===== src/rtl/fft_spectrum_reader.sv =====
// Display-side reader for the ping-pong FFT result memory: loads |re|+|im| bar heights
// once per frame and renders a bar graph. Optional peak markers under PEAK_HOLD_EN.
module fft_spectrum_reader #(
  parameter int unsigned DATA_WIDTH  = 8,
  parameter int unsigned ADDR_WIDTH  = 6,
  parameter int unsigned BAR_W       = 10,
  parameter int unsigned V_ACTIVE    = 480,
  parameter int unsigned SCALE_SHIFT = 0
) (
  input  logic                  clk,
  input  logic                  rst,
  input  logic                  bank_ready,
  input  logic                  frame_start,
  output logic                  busy,
  output logic                  load_done,
  output logic [ADDR_WIDTH-1:0] mem_addr,
  input  logic [DATA_WIDTH-1:0] mem_data_r,
  input  logic [DATA_WIDTH-1:0] mem_data_i,
  input  logic [9:0]            px_x,
  input  logic [9:0]            px_y,
  output logic                  pixel_on,
  output logic                  pixel_peak
);

  localparam int unsigned N_BINS = 2 ** ADDR_WIDTH;
  localparam int unsigned MAG_W  = DATA_WIDTH + 1;
  localparam int unsigned HW     = DATA_WIDTH + SCALE_SHIFT;
  localparam logic [ADDR_WIDTH-1:0] LAST_BIN = ADDR_WIDTH'(N_BINS - 1);

  typedef enum logic [1:0] {
    S_IDLE,
    S_LOAD,
    S_DONE
  } state_t;

  state_t                r_state;
  state_t                w_next;
  logic                  w_start;
  logic                  r_ready;
  logic [ADDR_WIDTH:0]   r_cnt;
  logic                  r_vld;
  logic [ADDR_WIDTH-1:0] r_wr_addr;
  logic [DATA_WIDTH-1:0] r_height [N_BINS];

  always_ff @(posedge clk) begin
    if (rst) r_state <= S_IDLE;
    else     r_state <= w_next;
  end

  always_comb begin
    w_next  = r_state;
    w_start = 1'b0;
    case (r_state)
      S_IDLE: begin
        if (frame_start && (r_ready || bank_ready)) begin
          w_next  = S_LOAD;
          w_start = 1'b1;
        end
      end
      S_LOAD: begin
        if (r_vld && (r_wr_addr == LAST_BIN)) w_next = S_DONE;
      end
      S_DONE:  w_next = S_IDLE;
      default: w_next = S_IDLE;
    endcase
  end

  // Address issue and one-cycle-late write tag for the registered RAM read.
  always_ff @(posedge clk) begin
    if (rst) begin
      busy      <= 1'b0;
      load_done <= 1'b0;
      mem_addr  <= '0;
      r_ready   <= 1'b0;
      r_cnt     <= '0;
      r_vld     <= 1'b0;
      r_wr_addr <= '0;
    end else begin
      busy      <= (w_next == S_LOAD);
      load_done <= (w_next == S_DONE);
      if (w_start)         r_ready <= 1'b0;
      else if (bank_ready) r_ready <= 1'b1;
      r_vld     <= (r_state == S_LOAD) && !r_cnt[ADDR_WIDTH];
      r_wr_addr <= mem_addr;
      if (w_start) begin
        mem_addr <= '0;
        r_cnt    <= '0;
      end else if ((r_state == S_LOAD) && !r_cnt[ADDR_WIDTH]) begin
        r_cnt <= r_cnt + 1'b1;
        if (mem_addr != LAST_BIN) mem_addr <= mem_addr + 1'b1;
      end
    end
  end

  logic [MAG_W-1:0]      w_re_ext;
  logic [MAG_W-1:0]      w_im_ext;
  logic [MAG_W-1:0]      w_abs_re;
  logic [MAG_W-1:0]      w_abs_im;
  logic [MAG_W-1:0]      w_sum;
  logic [DATA_WIDTH-1:0] w_mag;

  // Sum of absolutes fits MAG_W bits exactly; only the top value needs clamping.
  always_comb begin
    w_re_ext = {mem_data_r[DATA_WIDTH-1], mem_data_r};
    w_im_ext = {mem_data_i[DATA_WIDTH-1], mem_data_i};
    w_abs_re = w_re_ext[MAG_W-1] ? (~w_re_ext + 1'b1) : w_re_ext;
    w_abs_im = w_im_ext[MAG_W-1] ? (~w_im_ext + 1'b1) : w_im_ext;
    w_sum    = w_abs_re + w_abs_im;
    w_mag    = w_sum[MAG_W-1] ? {DATA_WIDTH{1'b1}} : w_sum[DATA_WIDTH-1:0];
  end

  always_ff @(posedge clk) begin
    if (rst) begin
      for (int i = 0; i < N_BINS; i++) r_height[i] <= '0;
    end else if (r_vld) begin
      r_height[r_wr_addr] <= w_mag;
    end
  end

  logic [9:0]            w_bin;
  logic [9:0]            w_h;
  logic                  w_in;
  logic [ADDR_WIDTH-1:0] w_sel;
  logic [HW-1:0]         w_hgt_scaled;

  always_comb begin
    w_bin        = 10'(px_x / 10'(BAR_W));
    w_h          = 10'(V_ACTIVE - 1) - px_y;
    w_in         = (w_bin < 10'(N_BINS)) && (px_y < 10'(V_ACTIVE));
    w_sel        = w_bin[ADDR_WIDTH-1:0];
    w_hgt_scaled = HW'(r_height[w_sel]) << SCALE_SHIFT;
  end

  always_ff @(posedge clk) begin
    if (rst) pixel_on <= 1'b0;
    else     pixel_on <= w_in && (32'(w_h) < 32'(w_hgt_scaled));
  end

`ifdef PEAK_HOLD_EN
  logic [DATA_WIDTH-1:0] r_peak [N_BINS];
  logic [DATA_WIDTH-1:0] w_pk_dec;
  logic [HW-1:0]         w_pk_scaled;
  logic                  w_decay;

  always_comb begin
    w_pk_dec    = (r_peak[r_wr_addr] == '0) ? '0 : (r_peak[r_wr_addr] - 1'b1);
    w_pk_scaled = HW'(r_peak[w_sel]) << SCALE_SHIFT;
    w_decay     = (r_state == S_IDLE) && frame_start && !w_start;
  end

  // Peaks fall one step per frame and are pushed back up by fresh heights.
  always_ff @(posedge clk) begin
    if (rst) begin
      for (int i = 0; i < N_BINS; i++) r_peak[i] <= '0;
    end else if (r_vld) begin
      r_peak[r_wr_addr] <= (w_mag > w_pk_dec) ? w_mag : w_pk_dec;
    end else if (w_decay) begin
      for (int i = 0; i < N_BINS; i++)
        if (r_peak[i] != '0) r_peak[i] <= r_peak[i] - 1'b1;
    end
  end

  always_ff @(posedge clk) begin
    if (rst) pixel_peak <= 1'b0;
    else     pixel_peak <= w_in && (32'(w_h) == 32'(w_pk_scaled));
  end
`else
  assign pixel_peak = 1'b0;
`endif

endmodule

===== config.mk =====
export PLATFORM = sky130hd
export DESIGN_NAME = fft_spectrum_reader
export DESIGN_NICKNAME = d
export VERILOG_FILES = /design/src/rtl/fft_spectrum_reader.sv
export SDC_FILE = /design/constraint.sdc
export NUM_CORES = 1
export LEC_CHECK = 0
export ABC_CLOCK_PERIOD_IN_PS = 6100
export BUFFER_PORTS_ARGS = -buffer_cell sky130_fd_sc_hd__buf_2
export CORE_MARGIN = 2
export CORE_UTILIZATION = 32
export DETAILED_ROUTE_END_ITERATION = 8
export PLACE_DENSITY_LB_ADDON = 0.12
export SLEW_MARGIN = 5
export SYNTH_ARGS = -nofsm -noshare
export SYNTH_HDL_FRONTEND = slang
export SYNTH_SLANG_ARGS = --single-unit

===== constraint.sdc =====
create_clock -name clk -period 6.1 [get_ports clk]
set_clock_uncertainty 0.1 [all_clocks]
set_input_delay 1.22 -clock clk [delete_from_list [all_inputs] [get_ports clk]]
set_output_delay 1.22 -clock clk [all_outputs]
set_load 0.03 [all_outputs]

## Word level (Yosys, flattened, before mapping)

Memory sizes are Yosys's and may differ from the RTL's.
Index checks and enable logic that the tools add are counted.

| storage, ports and cells | value |
|---|---|
| register bits | 26 |
| word-level logic and storage cells | 54 |
| input bits | 40 |
| output and inout port bits | 10 |
| RAM bits | 512 |
| memories | 1 |

Memories:

| name | words | width | read ports | clocked after memory_dff | wr ports | RTL line | source |
|---|---|---|---|---|---|---|---|
| r_height | 64 | 8 | 1 | 0 | 64 | 43 | `logic [DATA_WIDTH-1:0] r_height [N_BINS];` |

| operators by class | value |
|---|---|
| equality and inequality tests | 5 |
| bitwise operators | 2 |
| magnitude comparators | 3 |
| add/subtract/negate cells | 6 |
| reduce and logical (&&, ||, !) cells | 11 |
| muxes and demuxes | 16 |
| divide/modulo/power cells | 1 |

Operators by type and width:

| operator | count |
|---|---|
| $add 9x1->9 const B | 2 |
| $mux 9 | 2 |
| $not 9->9 | 2 |
| $mux 8 | 2 |
| $div 10x4->10 const B | 1 |
| $lt 10x7->1 const B | 1 |
| $lt 10x8->1 | 1 |
| $lt 10x9->1 const B | 1 |
| $sub 9x10->10 const A | 1 |
| $add 9x9->9 | 1 |
| $mux 1 | 8 |
| $reduce_or 8->1 | 1 |
| $add 7x1->7 const B | 1 |
| $add 6x1->6 const B | 1 |
| $eq 6x6->1 const B | 1 |
| $mux 6 | 1 |
| $ne 6x6->1 const B | 1 |
| $logic_and 1x1->1 | 5 |
| $eq 2x1->1 const B | 2 |
| $mux 2 | 2 |
| $pmux 2 s2 | 1 |
| $eq 2x2->1 const B | 1 |
| $logic_not 2->1 | 1 |
| $reduce_and 2->1 | 1 |
| other kinds (3) | 3 |

## Logic depth before layout (Yosys ltp)

| logic depth | value |
|---|---|
| depth after elaboration | 6 |
| depth in mapped cells | 27 |
| gate-level depth less buffers | 23 |

## Worst setup path before layout

Ideal clock, no wire load.

| path | value |
|---|---|
| path kind | input to register |
| start point | in px_x[7] |
| end point | reg pixel_on |
| path slack | -73 ps |
| stages | 26 |
| path buffers | 3 |
| arrival | 6,011 ps |
| path through | buf_2 > nand2b_1 > and2_1 > o31ai_2 > a211oi_2 > a2111oi_4 > o21ai_1 > a22oi_4 > buf_6 > buf_6 > mux2i_1 > mux2i_1 > mux2i_1 > a22oi_1 > nand4_1 > ha_1 > a21o_1 > a21o_1 > a21oi_1 > nor2_1 > a2111oi_0 > nand2_1 > a21o_1 > or2_1 > a31o_1 > nand2_1 |

| between the ends | value |
|---|---|
| cells in the longest elaborated chain, start to end | 4 |

RTL lines:

| element | RTL line | source |
|---|---|---|
| start, declared | 19 | `input logic [9:0] px_x,` |
| $div 10x4->10 (*) | 127 | `w_bin = 10'(px_x / 10'(BAR_W));` |
| $mem_v2 64x8 or $lt 10x7->1 (tied branches) | n/a |  |
| $lt 10x8->1 or $logic_and 1x1->1 (tied branches) | 136, 129 |  |
| $logic_and 1x1->1 (*) | 136 | `else pixel_on <= w_in && (32'(w_h) < 32'(w_hgt_scaled));` |
| end signal, assigned | 136 |  |
| end, declared | 21 | `output logic pixel_on,` |

Every way passes the cells marked *; elsewhere a longest branch is shown, timed or not.
A chain may end at the register's enable or synchronous reset.

## Worst setup path after layout

| path | value |
|---|---|
| start point | in px_x[5] |
| end point | reg pixel_on |

Same word-level chain as after synthesis.

==> impl_metrics.py <==
metrics = {
    "detailed_routing": {
        "wl_per_cell_um": 21.57,
        "first_pass_iters": 5,
        "drt_iter0_markers": 1143,
        "totalWireLength_mm": 73.76,
        "num_vias": 16930,
        "detail-route-antenna-nets": 0,
        "drc": 0,
        "routed_via_density": 4.953,
    },
    "placed_design": {
        "portBuffers": 47,
        "gp_congestion": 0.8655,
        "pre_cts_ws_ns": -0.8615,
        "hpwl_mm": 48.12,
        "dpl.cell_count": 3276,
    },
    "power_and_ir_drop": {
        "leakage_nw": 12.32,
        "power_frac_clock": 0.344,
        "p_sw_mw": 3.132,
        "design_power_total_mw": 10.29,
        "switching_share": 0.3045,
        "p_int_mw": 7.153,
        "power.density_nw_per_um2": 334.8,
        "ir_drop_uv": 208.7,
        "pwr-share-comb": 0.249,
        "seqPwrFrac": 0.407,
    },
    "timing": {
        "slew_violations": 0,
        "rsz0062_at_grt": "yes",
        "worstMarginPinSlew_ns": 1.052,
        "period_share": 0.9976,
        "period_needed_ns": 6.085,
        "setup_viol": 0,
        "max-slew-margin-rel": 0.2982,
        "fmax_ghz": 0.1643,
        "worst_slack_ns": 0.01481,
        "hold_violations": 0,
    },
    "critical_path": {
        "endpoint_kind": "flop",
        "crit_path_start_kind": "input port",
        "arrival_ns": 6.55,
        "max_stage_delay_ns": 0.42,
        "critPathMaxFanout": 10,
        "worst_ep_required_time_ns": 6.57,
        "slowest_stage": "a221o_1",
        "crit_type": "input port to flop",
        "crit_top_cell": "a21o_1",
    },
    "cts": {
        "cts_sinks": 538,
        "clock-root-buffer": "clkbuf_16",
        "cts_tree": "done",
        "path_clk_slew_ns": 0.06,
        "cts_htree_levels": 2,
        "clk_latency_ns": 0.64,
        "cts_buffers": 60,
        "cts_buffer_depth": 3,
    },
    "synthesis": {
        "synth_nets": 2211,
        "synth_simple_gate_area_frac": 0.1380,
        "synth_xor_area_frac": 0.01051,
        "synthTopCellsByCount": "nor2_1 (567), edfxtp_1 (512), mux2i_1 (400)",
        "synth.distinct_cells": 74,
        "syn_inst": 2150,
        "syn_area_per_cell_um2": 12.01,
        "synthMuxAreaShare": 0.1577,
        "synth_top_area_frac": 0.5954,
        "synth_flop_cell": "edfxtp_1",
        "synth_area_leaders": "edfxtp_1 (60%), mux2i_1 (16%), nor2_1 (8.2%)",
        "synth_compound_area_frac": 0.03566,
        "async_flop_share": 0,
        "yosysMostFrequentCell": "nor2_1",
        "synth_top_family_by_area": "multiplexers",
        "synth_edf_count": 512,
        "yosysWarnings": 0,
        "ys_ff_latch": 538,
        "yosys.area.top_type": "edfxtp_1",
        "synth-adder-area-share": 0.01085,
        "synth_area_um2": 25820,
        "ys_seq_area_frac": 0.6155,
    },
    "cells_and_area": {
        "drive_gt1_frac": 0.1625,
        "area_growth_syn_to_layout_pct": 18.95,
        "seq_area_um2": 15900,
        "stdcell_count": 3419,
        "nNetsFinal": 2369,
        "fillers": 7805,
        "multiInputGateArea_um2": 9398,
    },
    "grt": {
        "grt_pass1_vias": 17110,
        "grt_usage": 0.1752,
        "grt_pass1_wl_mm": 108.6,
        "antenna_found_initial": 2,
        "grt_overflow": 0,
        "grt_start_max_net_pins": 74,
    },
    "worst_hold_path": {
        "hp-class": "flop to flop",
    },
    "die": {
        "initial_utilization": 0.3222,
        "fp.dieH_um": 288.1,
        "rows": 104,
        "die_w_um": 288.1,
        "core_region_area_um2": 80160,
        "io_pins": 50,
        "die-area_um2": 82990,
    },
    "outcome": {
        "status": "completed",
    },
    "flow_run": {
        "maxCapViolCount": 0,
    },
}
layout by cell type (no fill, tap or decap), types with 6 or more instances in the layout:
cell type and instances:
nor2_1 553, edfxtp_1 512, mux2i_1 388, nand2_1 191, buf_4 138, clkbuf_16 64
buf_2 45, nand3_1 30, dfxtp_1 26, buf_12 26, inv_1 23, xnor2_1 22
a22oi_1 19, clkinv_2 19, ha_1 18, a21oi_1 14, nand2b_1 13, o21ai_0 13
clkbuf_1 13, buf_6 12, nand4_1 11, mux2i_2 11, nor2b_1 10, nor3_1 10
xor2_1 9, a21o_1 9, a32oi_1 8, nor2_4 8, clkinv_1 7, nor2_2 6
per-stage QoR:
step	setup TNS (ns)	utilization	area, µm²	hold slack, ns
3_3_place_gp	-0.8450	0.3520	28210	0.3558
6_report	0	0.3832	30720	0.3752
3_5_place_dp	-0.8615	0.3520	28210	0.3688
5_1_grt	-0.1200	0.3832	30710	0.3952
4_1_cts	0	0.3760	30140	0.3831
2_1_floorplan	0	-	25840	0.3269
timing repair:
item,4_1_cts,5_1_grt
pin swaps,1,23
gates cloned,0,3
setup buffers,0,27
hold buffers,0,0
resized for setup,6,64
endpoints found under the setup margin,1,1
final cells by class:
| cell class | count | area share |
|---|---|---|
| tap | 1060 | 0.04318 |
| clock inverter | 32 | 0.008472 |
| antenna | 2 | 0.0001629 |
| multi-input combinational | 1453 | 0.3059 |
| timing repair buffer | 229 | 0.06810 |
| clock buffer | 79 | 0.05352 |
| sequential | 538 | 0.5175 |
| inverter | 26 | 0.003177 |
critical path, delay by kind of cell:
family,cells,cell delay [ns]
and+or+nand+nor,7,1.16
muxes,3,0.46
adders and majority gates,1,0.34
AOI/OAI and AO/OA,12,2.46
buffers and inverters,6,0.87
sequential cells by signal (all words and copies together) (netlist names):
register   cells
mem_addr       6
r_ready        1
r_vld          1
busy           1
load_done      1
r_height     512
r_state        2
r_wr_addr      6
r_cnt          7
pixel_on       1
per-layer routing:
layer / vias to the layer above / global-route usage / routed length [µm]
li1: 8012 / - / -
met3: 87 / 0.02884 / 3212
met1: 8492 / 0.2411 / 34400
met5: - / 0 / 13
met4: 2 / 0.04171 / 1432
met2: 341 / 0.2883 / 34700
power groups by stage:
stage / combinational, mW / sequential, mW / clock [mW]
6_report: 2.56 / 4.19 / 3.53
5_1_grt: 2.72 / 4.20 / 3.75
4_1_cts: 2.43 / 4.19 / 3.61
3_5_place_dp: 2.41 / 4.27 / 0
3_3_place_gp: 2.40 / 4.26 / 0
2_1_floorplan: 1.41 / 4.25 / 0
final timing paths:
kind	start	to	slack (ns)	cells past startpoint
worst max-delay path	px_x[5]	pixel_on$_SDFF_PP0_	0.01	29
worst min-delay path	r_ready$_SDFFE_PP0P_	r_ready$_SDFFE_PP0P_	0.38	2
worst max register to register	r_height[26][3]$_SDFFCE_PN0P_	pixel_on$_SDFF_PP0_	2.74	17
worst min register to register	r_ready$_SDFFE_PP0P_	r_ready$_SDFFE_PP0P_	0.38	2
cells by family (layout without fill, tap and decap cells):
| group | Yosys count | in the layout |
|---|---|---|
| AOI/OAI and AO/OA | 122 | 122 |
| xor gates and xnor gates | 31 | 31 |
| adders and majority gates | 22 | 22 |
| buffers and inverters | 159 | 366 |
| DFF | 538 | 538 |
| muxes | 404 | 404 |
| other | 1 | 3 |
| and+or+nand+nor | 873 | 873 |
Power figures use the tool's default switching activity.
